### src/rtl/memory_stream_pkg.sv
// Shared types for the memory stream reader: controller states and the
// depth of the address/data tag pipe.
package memory_stream_pkg;

    typedef enum logic [1:0] {IDLE, RUN, DRAIN} reader_state_t;

    // Address register plus one cycle of registered memory read.
    localparam int TAG_STAGES = 2;

endpackage

### src/rtl/stream_fifo.sv
// Register-based FIFO with head/tail pointers; simultaneous push and pop
// are both honoured and leave occupancy unchanged.
module stream_fifo #(
    parameter int WIDTH = 33,
    parameter int DEPTH = 4,
    localparam int PW   = $clog2(DEPTH),
    localparam int CW   = PW + 1
) (
    input  logic             clock,
    input  logic             resetn,
    input  logic             push,
    input  logic [WIDTH-1:0] pushData,
    input  logic             pop,
    output logic [WIDTH-1:0] popData,
    output logic [CW-1:0]    count,
    output logic             empty,
    output logic             full
);

    logic [WIDTH-1:0] storage [DEPTH];
    logic [PW-1:0]    head;
    logic [PW-1:0]    tail;
    logic             doPush;
    logic             doPop;

    assign empty  = (count == '0);
    assign full   = (count == CW'(DEPTH));
    assign doPush = push && !full;
    assign doPop  = pop && !empty;

    // Head word is masked to zero while empty so the stream output is clean after reset.
    assign popData = empty ? '0 : storage[head];

    always_ff @(posedge clock or negedge resetn) begin
        if (!resetn) begin
            head  <= '0;
            tail  <= '0;
            count <= '0;
        end else begin
            if (doPush) tail <= tail + PW'(1);
            if (doPop)  head <= head + PW'(1);
            case ({doPush, doPop})
                2'b10:   count <= count + CW'(1);
                2'b01:   count <= count - CW'(1);
                default: count <= count;
            endcase
        end
    end

    always_ff @(posedge clock) begin
        if (doPush) storage[tail] <= pushData;
    end

endmodule

### src/rtl/memory_stream_reader.sv
// Reads count words starting at baseAddress from a 1-cycle synchronous-read
// memory and presents them as a valid/ready stream with full backpressure.
module memory_stream_reader #(
    parameter int DEPTH      = 1024,
    parameter int WIDTH      = 32,
    parameter int FIFO_DEPTH = 4,
    localparam int AW        = $clog2(DEPTH)
) (
    input  logic             clock,
    input  logic             resetn,
    input  logic             start,
    input  logic [AW-1:0]    baseAddress,
    input  logic [AW:0]      count,
    output logic             busy,
    output logic             done,
    output logic [AW-1:0]    memAddress,
    input  logic [WIDTH-1:0] memRead,
    output logic             outValid,
    input  logic             outReady,
    output logic [WIDTH-1:0] outData,
    output logic             outLast
);

    import memory_stream_pkg::*;

    localparam int CW = $clog2(FIFO_DEPTH) + 1;

    reader_state_t             state;
    reader_state_t             stateNext;
    logic [AW:0]               remaining;
    logic [TAG_STAGES-1:0]     vld_p;
    logic [TAG_STAGES-1:0]     last_p;
    logic                      issue;
    logic                      issueLast;
    logic                      doneNext;
    logic                      creditOk;
    logic                      pop;
    logic [CW-1:0]             fifoCount;
    logic                      fifoEmpty;
    logic                      fifoFull;
    logic [WIDTH:0]            popData;

    function automatic logic [AW-1:0] nextAddress(input logic [AW-1:0] a);
        return (a == AW'(DEPTH - 1)) ? '0 : a + AW'(1);
    endfunction

    // Words already buffered plus words still in the tag pipe must fit the FIFO.
    assign creditOk = (int'(fifoCount) + $countones(vld_p)) < FIFO_DEPTH;
    assign pop      = outValid && outReady;
    assign busy     = (state != IDLE);
    assign outValid = !fifoEmpty;
    assign outData  = popData[WIDTH-1:0];
    assign outLast  = popData[WIDTH];

    always_comb begin
        stateNext = state;
        issue     = 1'b0;
        issueLast = 1'b0;
        doneNext  = 1'b0;
        case (state)
            IDLE: begin
                if (start) begin
                    if (count == '0) begin
                        doneNext = 1'b1;
                    end else begin
                        issue     = 1'b1;
                        issueLast = (count == (AW+1)'(1));
                        stateNext = issueLast ? DRAIN : RUN;
                    end
                end
            end
            RUN: begin
                if (remaining != '0 && creditOk) begin
                    issue     = 1'b1;
                    issueLast = (remaining == (AW+1)'(1));
                    if (issueLast) stateNext = DRAIN;
                end
            end
            DRAIN: begin
                if (pop && outLast) begin
                    stateNext = IDLE;
                    doneNext  = 1'b1;
                end
            end
            default: stateNext = IDLE;
        endcase
    end

    always_ff @(posedge clock or negedge resetn) begin
        if (!resetn) begin
            state      <= IDLE;
            done       <= 1'b0;
            remaining  <= '0;
            memAddress <= '0;
            vld_p      <= '0;
            last_p     <= '0;
        end else begin
            state  <= stateNext;
            done   <= doneNext;
            // Stage A: address registered; stage B: memory data available.
            vld_p  <= {vld_p[TAG_STAGES-2:0], issue};
            last_p <= {last_p[TAG_STAGES-2:0], issueLast};
            if (issue) begin
                if (state == IDLE) begin
                    memAddress <= baseAddress;
                    remaining  <= count - (AW+1)'(1);
                end else begin
                    memAddress <= nextAddress(memAddress);
                    remaining  <= remaining - (AW+1)'(1);
                end
            end
        end
    end

    stream_fifo #(
        .WIDTH (WIDTH + 1),
        .DEPTH (FIFO_DEPTH)
    ) u_fifo (
        .clock    (clock),
        .resetn   (resetn),
        .push     (vld_p[TAG_STAGES-1]),
        .pushData ({last_p[TAG_STAGES-1], memRead}),
        .pop      (pop),
        .popData  (popData),
        .count    (fifoCount),
        .empty    (fifoEmpty),
        .full     (fifoFull)
    );

    // The credit rule means a capture never meets a full FIFO.
    always @(posedge clock) begin
        if (resetn && vld_p[TAG_STAGES-1]) assert (!fifoFull);
    end

endmodule

### config.mk
export PLATFORM = sky130hd
export DESIGN_NAME = memory_stream_reader
export DESIGN_NICKNAME = d
export VERILOG_FILES = /design/src/rtl/memory_stream_pkg.sv /design/src/rtl/stream_fifo.sv /design/src/rtl/memory_stream_reader.sv
export SDC_FILE = /design/constraint.sdc
export NUM_CORES = 1
export LEC_CHECK = 0
export BUFFER_PORTS_ARGS = -buffer_cell sky130_fd_sc_hd__buf_2
export CORE_ASPECT_RATIO = 0.8
export CORE_UTILIZATION = 57
export CTS_CLUSTER_SIZE = 10
export DETAILED_ROUTE_END_ITERATION = 10
export GPL_ROUTABILITY_DRIVEN = 1
export GPL_TIMING_DRIVEN = 0
export PLACE_DENSITY = 0.88
export RECOVER_POWER = 25
export SYNTH_ARGS = -nofsm -noshare
export SYNTH_HDL_FRONTEND = slang
export SYNTH_SLANG_ARGS = --single-unit
### constraint.sdc
create_clock -name clock -period 3 [get_ports clock]
set_input_delay 0.15 -clock clock [delete_from_list [all_inputs] [get_ports clock]]
set_output_delay 0.15 -clock clock [all_outputs]
set_load 0.01 [all_outputs]
# ---- Word level (Yosys, flattened, before mapping)
# Memory sizes are Yosys's and may differ from the RTL's.
# Index checks and enable logic that the tools add are counted.
dict set report totals {
  reg_bits 35
  ram_bits 132
  input_bits 57
  output_inout_bits 46
  n_memories 1
}
dict set report classes {
  n_addsub 9
  n_lt_le_gt_ge 1
  n_eq_ne 13
  n_mux 26
  n_reduce_logical 14
}
# memory depth word_bits rd rd_ports_with_merged_regs write_ports line_no
set memory_table {}
lappend memory_table {u_fifo.storage 4 33 1 0 1 stream_fifo.sv:20} ;# logic [WIDTH-1:0] storage [DEPTH];
# cell n
set op_table {}
lappend op_table {{two-way mux 33 bit} 1}
lappend op_table {{== test 11 x 1 -> 1 bit, second input constant} 2}
lappend op_table {{subtractor 11 x 1 -> 11 bit, second input constant} 2}
lappend op_table {{two-way mux 10 bit} 2}
lappend op_table {{two-way mux 2 bit} 6}
lappend op_table {{zero test 11 bit} 1}
lappend op_table {{two-way mux 1 bit} 11}
lappend op_table {{two-way mux 11 bit} 1}
lappend op_table {{nonzero test 11 bit} 1}
lappend op_table {{adder 10 x 1 -> 10 bit, second input constant} 1}
lappend op_table {{== test 10 bit, second input constant} 1}
lappend op_table {{!= test 2 bit, second input constant} 5}
lappend op_table {{case mux 1 bit (2 select lines)} 3}
lappend op_table {{case mux 2 bit (3 select lines)} 1}
lappend op_table {{case mux 3 bit (2 select lines)} 1}
lappend op_table {{logical AND 1 bit} 5}
lappend op_table {{AND reduction 5 bit} 1}
lappend op_table {{adder 2 x 1 -> 2 bit, second input constant} 2}
lappend op_table {{adder 3 x 2 -> 4 bit} 1}
lappend op_table {{== test 2 x 1 -> 1 bit, second input constant} 2}
lappend op_table {{== test 2 bit, second input constant} 2}
lappend op_table {{less-than comparator 4 x 3 -> 1 bit, second input constant} 1}
lappend op_table {{nonzero test 2 bit} 2}
lappend op_table {{adder 3 x 1 -> 3 bit, second input constant} 1}
lappend op_table {{6 further kinds} 7}

# ---- Logic depth before layout (Yosys ltp)
# Gate-level depths: netlist of the first run.
dict set report depth {
  word_depth 6
  mapped_depth 10
}

# ---- Cells and area by module
# From an unflattened synthesis of the first run, not the netlist that was laid out.
dict set report unflattened {
  cells_unflattened 465
  hier_area_um2 7292.0
}
# module n_inst cells_each area_each_um2 seq_area_each_um2
set by_module_without_submodules {}
lappend by_module_without_submodules {stream_fifo 1 247 5451.5 4139.0}
lappend by_module_without_submodules {memory_stream_reader 1 218 1840.5 700.7}

# ---- Worst setup path before layout of the first run
# OpenSTA, ideal clock, no wires.
dict set report synth_path {
  path_type {register -> register}
  start {reg u_fifo.count[0]}
  end {reg memAddress[7]}
  setup_time_ns 0.149
  arrival_time_ns 2.138
  t_required_ns 2.851
  slack_ns 0.713
  stages_incl_launch_ff 8
  synth_period_minus_slack_ns 2.287
  path_cell_list {dfrtp_1 > ha_1 > a21o_1 > a2111oi_0 > a2bb2oi_2 > buf_4 > o21ai_0 > o311ai_0}
}
dict set report synth_between {
  elab_chain_len 5
}
# item line_no
set synth_lines {}
lappend synth_lines {{start: declaration} stream_fifo.sv:15} ;# output logic [CW-1:0] count,
lappend synth_lines {{start signal: assignment} stream_fifo.sv:43} ;# 2'b10: count <= count + CW'(1);
lappend synth_lines {{start signal: assignment} stream_fifo.sv:44} ;# 2'b01: count <= count - CW'(1);
lappend synth_lines {{start signal: assignment} stream_fifo.sv:45} ;# default: count <= count;
lappend synth_lines {{adder 3 x 2 -> 4 bit} memory_stream_reader.sv:48} ;# assign creditOk = (int'(fifoCount) + $countones(vld_p)) < FIFO_DEPTH;
lappend synth_lines {{less-than comparator 4 x 3 -> 1 bit} memory_stream_reader.sv:48}
lappend synth_lines {{logical AND 1 bit} memory_stream_reader.sv:73} ;# if (remaining != '0 && creditOk) begin
lappend synth_lines {{two-way mux 1 bit} memory_stream_reader.sv:73}
lappend synth_lines {{case mux 1 bit (2 select lines)} memory_stream_reader.sv:60} ;# case (state)
lappend synth_lines {{end signal: assignment} memory_stream_reader.sv:105} ;# memAddress <= baseAddress;
lappend synth_lines {{end signal: assignment} memory_stream_reader.sv:108} ;# memAddress <= nextAddress(memAddress);
lappend synth_lines {{end: declaration} memory_stream_reader.sv:16} ;# output logic [AW-1:0] memAddress,
# Every way passes these cells.
# A chain may end at the register's enable or synchronous reset.

# ---- Worst setup path after layout of the first run
dict set report layout_path {
  start {reg u_fifo.count[0]}
  end {reg remaining[10]}
}
dict set report layout_between {
  elab_chain_len 5
}
# item line_no
set layout_lines {}
lappend layout_lines {{adder 3 x 2 -> 4 bit} memory_stream_reader.sv:48}
lappend layout_lines {{less-than comparator 4 x 3 -> 1 bit} memory_stream_reader.sv:48}
lappend layout_lines {{logical AND 1 bit} memory_stream_reader.sv:73}
lappend layout_lines {{two-way mux 1 bit} memory_stream_reader.sv:73}
lappend layout_lines {{case mux 1 bit (2 select lines)} memory_stream_reader.sv:60}
lappend layout_lines {{end signal: assignment} memory_stream_reader.sv:106} ;# remaining <= count - (AW+1)'(1);
lappend layout_lines {{end signal: assignment} memory_stream_reader.sv:109} ;# remaining <= remaining - (AW+1)'(1);
lappend layout_lines {{end: declaration} memory_stream_reader.sv:30} ;# logic [AW:0] remaining;
# Every way passes these cells.

==> results of run 1 <==
==> tightest hold or removal path, delay by kind of cell <==
| family | cells | cell delay (ns) |
|---|---|---|
| buffers and inverters | 1 | 0.08 |
| AO/OA/AOI/OAI | 2 | 0.18 |
==> state kept, by name (all words and copies together), names as in the netlist <==
name and cells:
last_p 2, u_fifo.storage 132, memAddress 10, vld_p 2, remaining 11, u_fifo.tail 2
u_fifo.head 2, state 2, u_fifo.count 3, done 1
==> layout by cell type, fill, tap and decap left out, types with 11 or more instances in the layout <==
cell type	count
nand3_1	11
dlygate4sd3_1	36
buf_2	81
mux4_2	33
inv_1	13
nand2_1	22
dfrtp_1	35
and2_1	35
ha_1	12
nor2_1	24
edfxtp_1	132
clkbuf_16	17
clkbuf_1	39
a21oi_1	20
o21ai_0	19
==> cell type report <==
type / instances / area [um^2] / share of cell area
sequential: 167 / 4840 / 0.547
multi-input combinational: 261 / 2230 / 0.253
timing repair buffer: 138 / 841 / 0.0950
clock buffer: 18 / 429 / 0.0485
tap: 171 / 214 / 0.0242
clock inverter: 13 / 129 / 0.0146
buffer: 22 / 109 / 0.0123
inverter: 14 / 52.6 / 0.00594
==> report_power, final <==
part           switching, mW  internal, mW
Sequential             0.330          3.18
Combinational           1.95          1.53
Clock                  0.872          1.21
Total                   3.15          5.92
==> final timing paths <==
| check | slack (ns) | end | depth (start not counted) | start |
|---|---|---|---|---|
| max | 0.19 | remaining[10] | 7 | u_fifo.count[0] |
| min | 0.03 | memAddress[5] | 3 | baseAddress[5] |
| max reg2reg | 0.19 | remaining[10] | 7 | u_fifo.count[0] |
| min reg2reg | 0.37 | last_p[1] | 0 | last_p[0] |
| max in group asynchronous | 2.15 | remaining[1] | 2 | resetn |
| min in group asynchronous | 0.35 | remaining[7] | 2 | resetn |
==> logic make-up (layout without fill, tap and decap cells) <==
family | count (synthesis) | in the layout | share of synthesized area
and+or+nand+nor | 127 | 127 | 0.0942
muxes | 33 | 33 | 0.103
adders and majority gates | 13 | 13 | 0.0236
buffers and inverters | 36 | 205 | 0.0213
xor gates and xnor gates | 15 | 15 | 0.0182
DFF | 167 | 167 | 0.670
AOI/OAI and AO/OA | 73 | 73 | 0.0696
==> timing repair <==
action                                  CTS  global route
endpoints found under the setup margin    4            13
gates resized for setup                   2             1
hold buffers                             36             0
endpoints found under the hold margin   166             0
==> routing by layer <==
metal,global-route usage,share of wire,vias to the layer above
met3,0.0555,0.066,37
met2,0.401,0.49,245
met1,0.352,0.42,2294
met5,0,0.00083,-
met4,0.100,0.023,2
li1,-,-,2105
==> stage by stage <==
stage          hold WS, ns   util  setup WS (ns)
2_1_floorplan       -0.146      -          0.713
3_5_place_dp         0.263  0.649          0.183
4_1_cts            0.00614  0.725         0.0408
6_report            0.0263  0.722          0.191
3_3_place_gp         0.270  0.649          0.200
5_1_grt             0.0252  0.722         0.0982
==> metrics.txt, run 1 <==
Mapped Nets 534; first-pass GRT wire length around 24000 um; Residual DRC 0; ys async rst share 0.210; Post-synth EDFFs ~130; Core ar. 0.0123 mm^2; PD cells between 1000 and 1500 mW/mm^2; DP Area about 0.0080 mm^2; top cells by area, synth edfxtp_1, dfrtp_1, mux4_2, and2_1, ha_1; Leak 3.22 nW; Worst-path clk slew 0.06 ns; Clock Latency Late Sink 0.42 ns; CP Max Fanout 10; Total Wirelength 15700 um; worst-case clock skew between 0.007 and 0.008 ns; final hold viol count 0; Cell Area, Synth about 0.0072 mm^2; Starting Density 0.589; Rows 36; Routed Antenna Nets 0; drt pass-1 iters 5; sequential share of the synthesized area 0.670; die area 0.0131 mm^2; worst path cell trace ha_1 -> a21o_1 -> a2111oi_1 -> a2bb2oi_2 -> buf_4 -> o21ai_0 -> o31ai_1; Yosys top cell area share 0.549; synth unique cells 51; Slew Viols, Final 0; post-CTS setup buffer count 0; Total Neg Setup Slack 0 ns; Seq cells post-synth 167; initial antenna violation count 1; Wirelength per Cell 19.5 um; Area Overhead vs Synth 22.5%; ys flop type edfxtp_1; most frequent cells after synthesis edfxtp_1, and2_1, dfrtp_1; CP max stage cell a2111oi_1; Via Count 4683; largest net degree at the start of global routing 36; Die X 128 um; All-Layer GR Usage 0.254; gpl congestion 0.877; grt ovf 0; Slew headroom 0.360; slowest stage delay, CP 0.89 ns; root buffer cell clkbuf_16; startpoint types flip-flop; synth warn 0; CTS Buf Count 17; final layout net count 691; Required @ worst endpoint 3.29 ns; Crit path max-delay family compound AO/OA/AOI/OAI gates; share of cells above drive strength 1 0.258; fin crit period 2.81 ns; # setup viols final 0; non-filler cells, final about 800; RSZ-0062 raised after global routing no; Mapped Cells 464; fillers 786; Max clock buf depth 2; synthesized area per cell 15.6 um^2; maxcap violations 0; run status completed; CTS H-tree depth 4; CP Class reg2reg; # IOs 103; Die Ht 103 um; ANT cells 0; WP data arrival ~3 ns; count leader, synth edfxtp_1; Bufs and invs on worst path 1; Worst VDD drop 0.000547 V; HPWL Detailed 9270 um; Slew @ Worst Pin 0.958 ns; Avg Vias per Cell a little under 6; design area 0.00885 mm^2; drt initial violations 494; CTS tree built; f_max 356 MHz; overall power 9.07 mW; placed instance count 737; Tcrit/Tclk final 0.936; CTS Sinks ~170; CP Capture Type flip-flop; hold crit path type in2reg; PortBufs a little over 100; cell taking the most area after synthesis edfxtp_1; vias in the first global route 4479
(Power assumes the default switching activity.)
==> run 2, diff against run 1 <==
==> constraint.sdc (replaced) <==
create_clock -name clock -period 3 [get_ports clock]
set_input_delay 0.6 -clock clock [delete_from_list [all_inputs] [get_ports clock]]
set_output_delay 0.6 -clock clock [all_outputs]
set_load 0.01 [all_outputs]
==> metrics.txt, run 2 (synthesis results as in run 1) <==
fillers ~830; f_max roughly 350 MHz; biggest regs u_fifo.storage x132, remaining x11, memAddress x10; CTS tree built; # IOs 103; drt initial violations 469; RSZ-0062 raised after global routing no; Worst VDD drop 0.000554 V; Slew @ Worst Pin 1.06 ns; Area Overhead vs Synth 17.5%; storage element area 0.00484 mm^2; initial antenna violation count 1; CP Capture Type flip-flop; share of cells above drive strength 1 0.279; root buffer cell clkbuf_16; All-Layer GR Usage 0.241; Routed Antenna Nets 0; CTS H-tree depth 4; Wirelength per Cell slightly below 20 um; final layout net count between 600 and 700; drt pass-1 iters 5; hold crit path type in2async; vias in the first global route 4258; CP Class reg2reg; Slew Viols, Final 0; Residual DRC 0; Leak 3.08 nW; Tcrit/Tclk final 0.961; Largest Register u_fifo.storage; largest net degree at the start of global routing 36; Die X 128 um; Slew headroom 0.291; CP max stage cell a2111oi_1; gpl congestion 0.877; Bufs and invs on worst path 1; Max clock buf depth 2; Crit path max-delay family compound AO/OA/AOI/OAI gates; grt ovf 0; startpoint types flip-flop; Hold-fix buffers, CTS 0; CTS Buf Count 17; Clock Latency Late Sink 0.42 ns; PD cells 1060 mW/mm^2; # setup viols final 0; Core ar. between 0.01 and 0.015 mm^2; Required @ worst endpoint 3.29 ns; CTS Sinks between 150 and 200; run status completed; first-pass GRT wire length between 20000 and 25000 um; Total Neg Setup Slack 0 ns; DP Area 0.00795 mm^2; Via Count 4503; ANT cells 0; commonest non-fill, non-tap cell in the layout edfxtp_1; slowest stage delay, CP between 0.9 and 1 ns; design area about 0.0085 mm^2; CP Launch Point u_fifo.count[0]; Avg Vias per Cell 5.87; Starting Density 0.589; HPWL Detailed 9270 um; Total Wirelength 14900 um; area of the multi-input gates 0.00223 mm^2; fin util 0.693; Die Ht 103 um; number of flip-flops under the largest register name 132; WP data arrival approximately 3.2 ns; post-CTS setup buffer count 0; PortBufs 102; Worst-path clk slew 0.06 ns; most frequent cells in the layout edfxtp_1, buf_2, clkbuf_1; worst path cell trace ha_1 -> a21o_1 -> a2111oi_1 -> a2bb2oi_2 -> buf_4 -> o21ai_0 -> o31ai_1; fin crit period 2.88 ns; die area 0.0131 mm^2; worst-case clock skew 0.00674 ns; CP Max Fanout 10; Rows 36; final hold viol count 0; worst r2r src u_fifo.count[0]; maxcap violations 0
run 2: cell count changes in the layout (fill, tap and decap cells not counted):
cell / change
clkbuf_1: -2
dlygate4sd3_1: -36
clkbuf_4: +1
buf_1: -1
dfrtp_2: +1
buf_2: -2
buf_4: +1
clkbuf_2: +3
clkdlybuf4s15_2: -1
dfrtp_1: -1
run 2: final cells by class:
| type | count | share of cell area |
|---|---|---|
| sequential | 167 | 0.570 |
| multi-input combinational | 261 | 0.263 |
| timing repair buffer | 102 | 0.0565 |
| clock buffer | 18 | 0.0506 |
| tap | 171 | 0.0252 |
| clock inverter | 13 | 0.0152 |
| buffer | 21 | 0.0127 |
| inverter | 14 | 0.00619 |
run 2: power breakdown:
group | switching [mW] | total, mW | internal [mW] | leakage [nW]
combinational | 1.89 | 3.39 | 1.50 | 1.19
clock | 0.862 | 2.07 | 1.21 | 0.261
sequential | 0.354 | 3.53 | 3.18 | 1.62
run 2: what timing repair did:
item | in CTS | in global routing
resized for setup | 6 | 6
hold endpoints to repair | 0 | 0
endpoints found under the setup margin | 28 | 41
run 2: per-layer routing:
metal	GRT usage	vias to the layer above	routed length (um)
li1	-	2036	-
met3	0.0592	33	934
met5	0	-	13
met4	0.0950	2	340
met1	0.334	2236	6360
met2	0.374	196	7210
run 2: path summary, 6_finish.rpt:
path | endpoint | slack (ns) | cells past startpoint
setup / recovery | remaining[10] | 0.12 | 7
hold / removal | memAddress[3] | 0.25 | 1
setup reg to reg | remaining[10] | 0.12 | 7
hold reg to reg | vld_p[1] | 0.38 | 0
max in group asynchronous | u_fifo.head[0] | 2.22 | 1
min in group clock | vld_p[1] | 0.38 | 0
run 2: per-stage QoR:
| step | power [mW] | instances | setup WS [ns] | hold WS (ns) |
|---|---|---|---|---|
| 6_report | 9.00 | 767 | 0.117 | 0.249 |
| 5_1_grt | 9.49 | 767 | 0.0196 | 0.321 |
| 4_1_cts | 9.04 | 767 | 0.00259 | 0.264 |
| 3_5_place_dp | 6.92 | 737 | 0.0363 | 0.342 |
| 3_3_place_gp | 6.78 | 737 | 0.0724 | 0.344 |
| 2_1_floorplan | 5.79 | 464 | 0.487 | 0.304 |
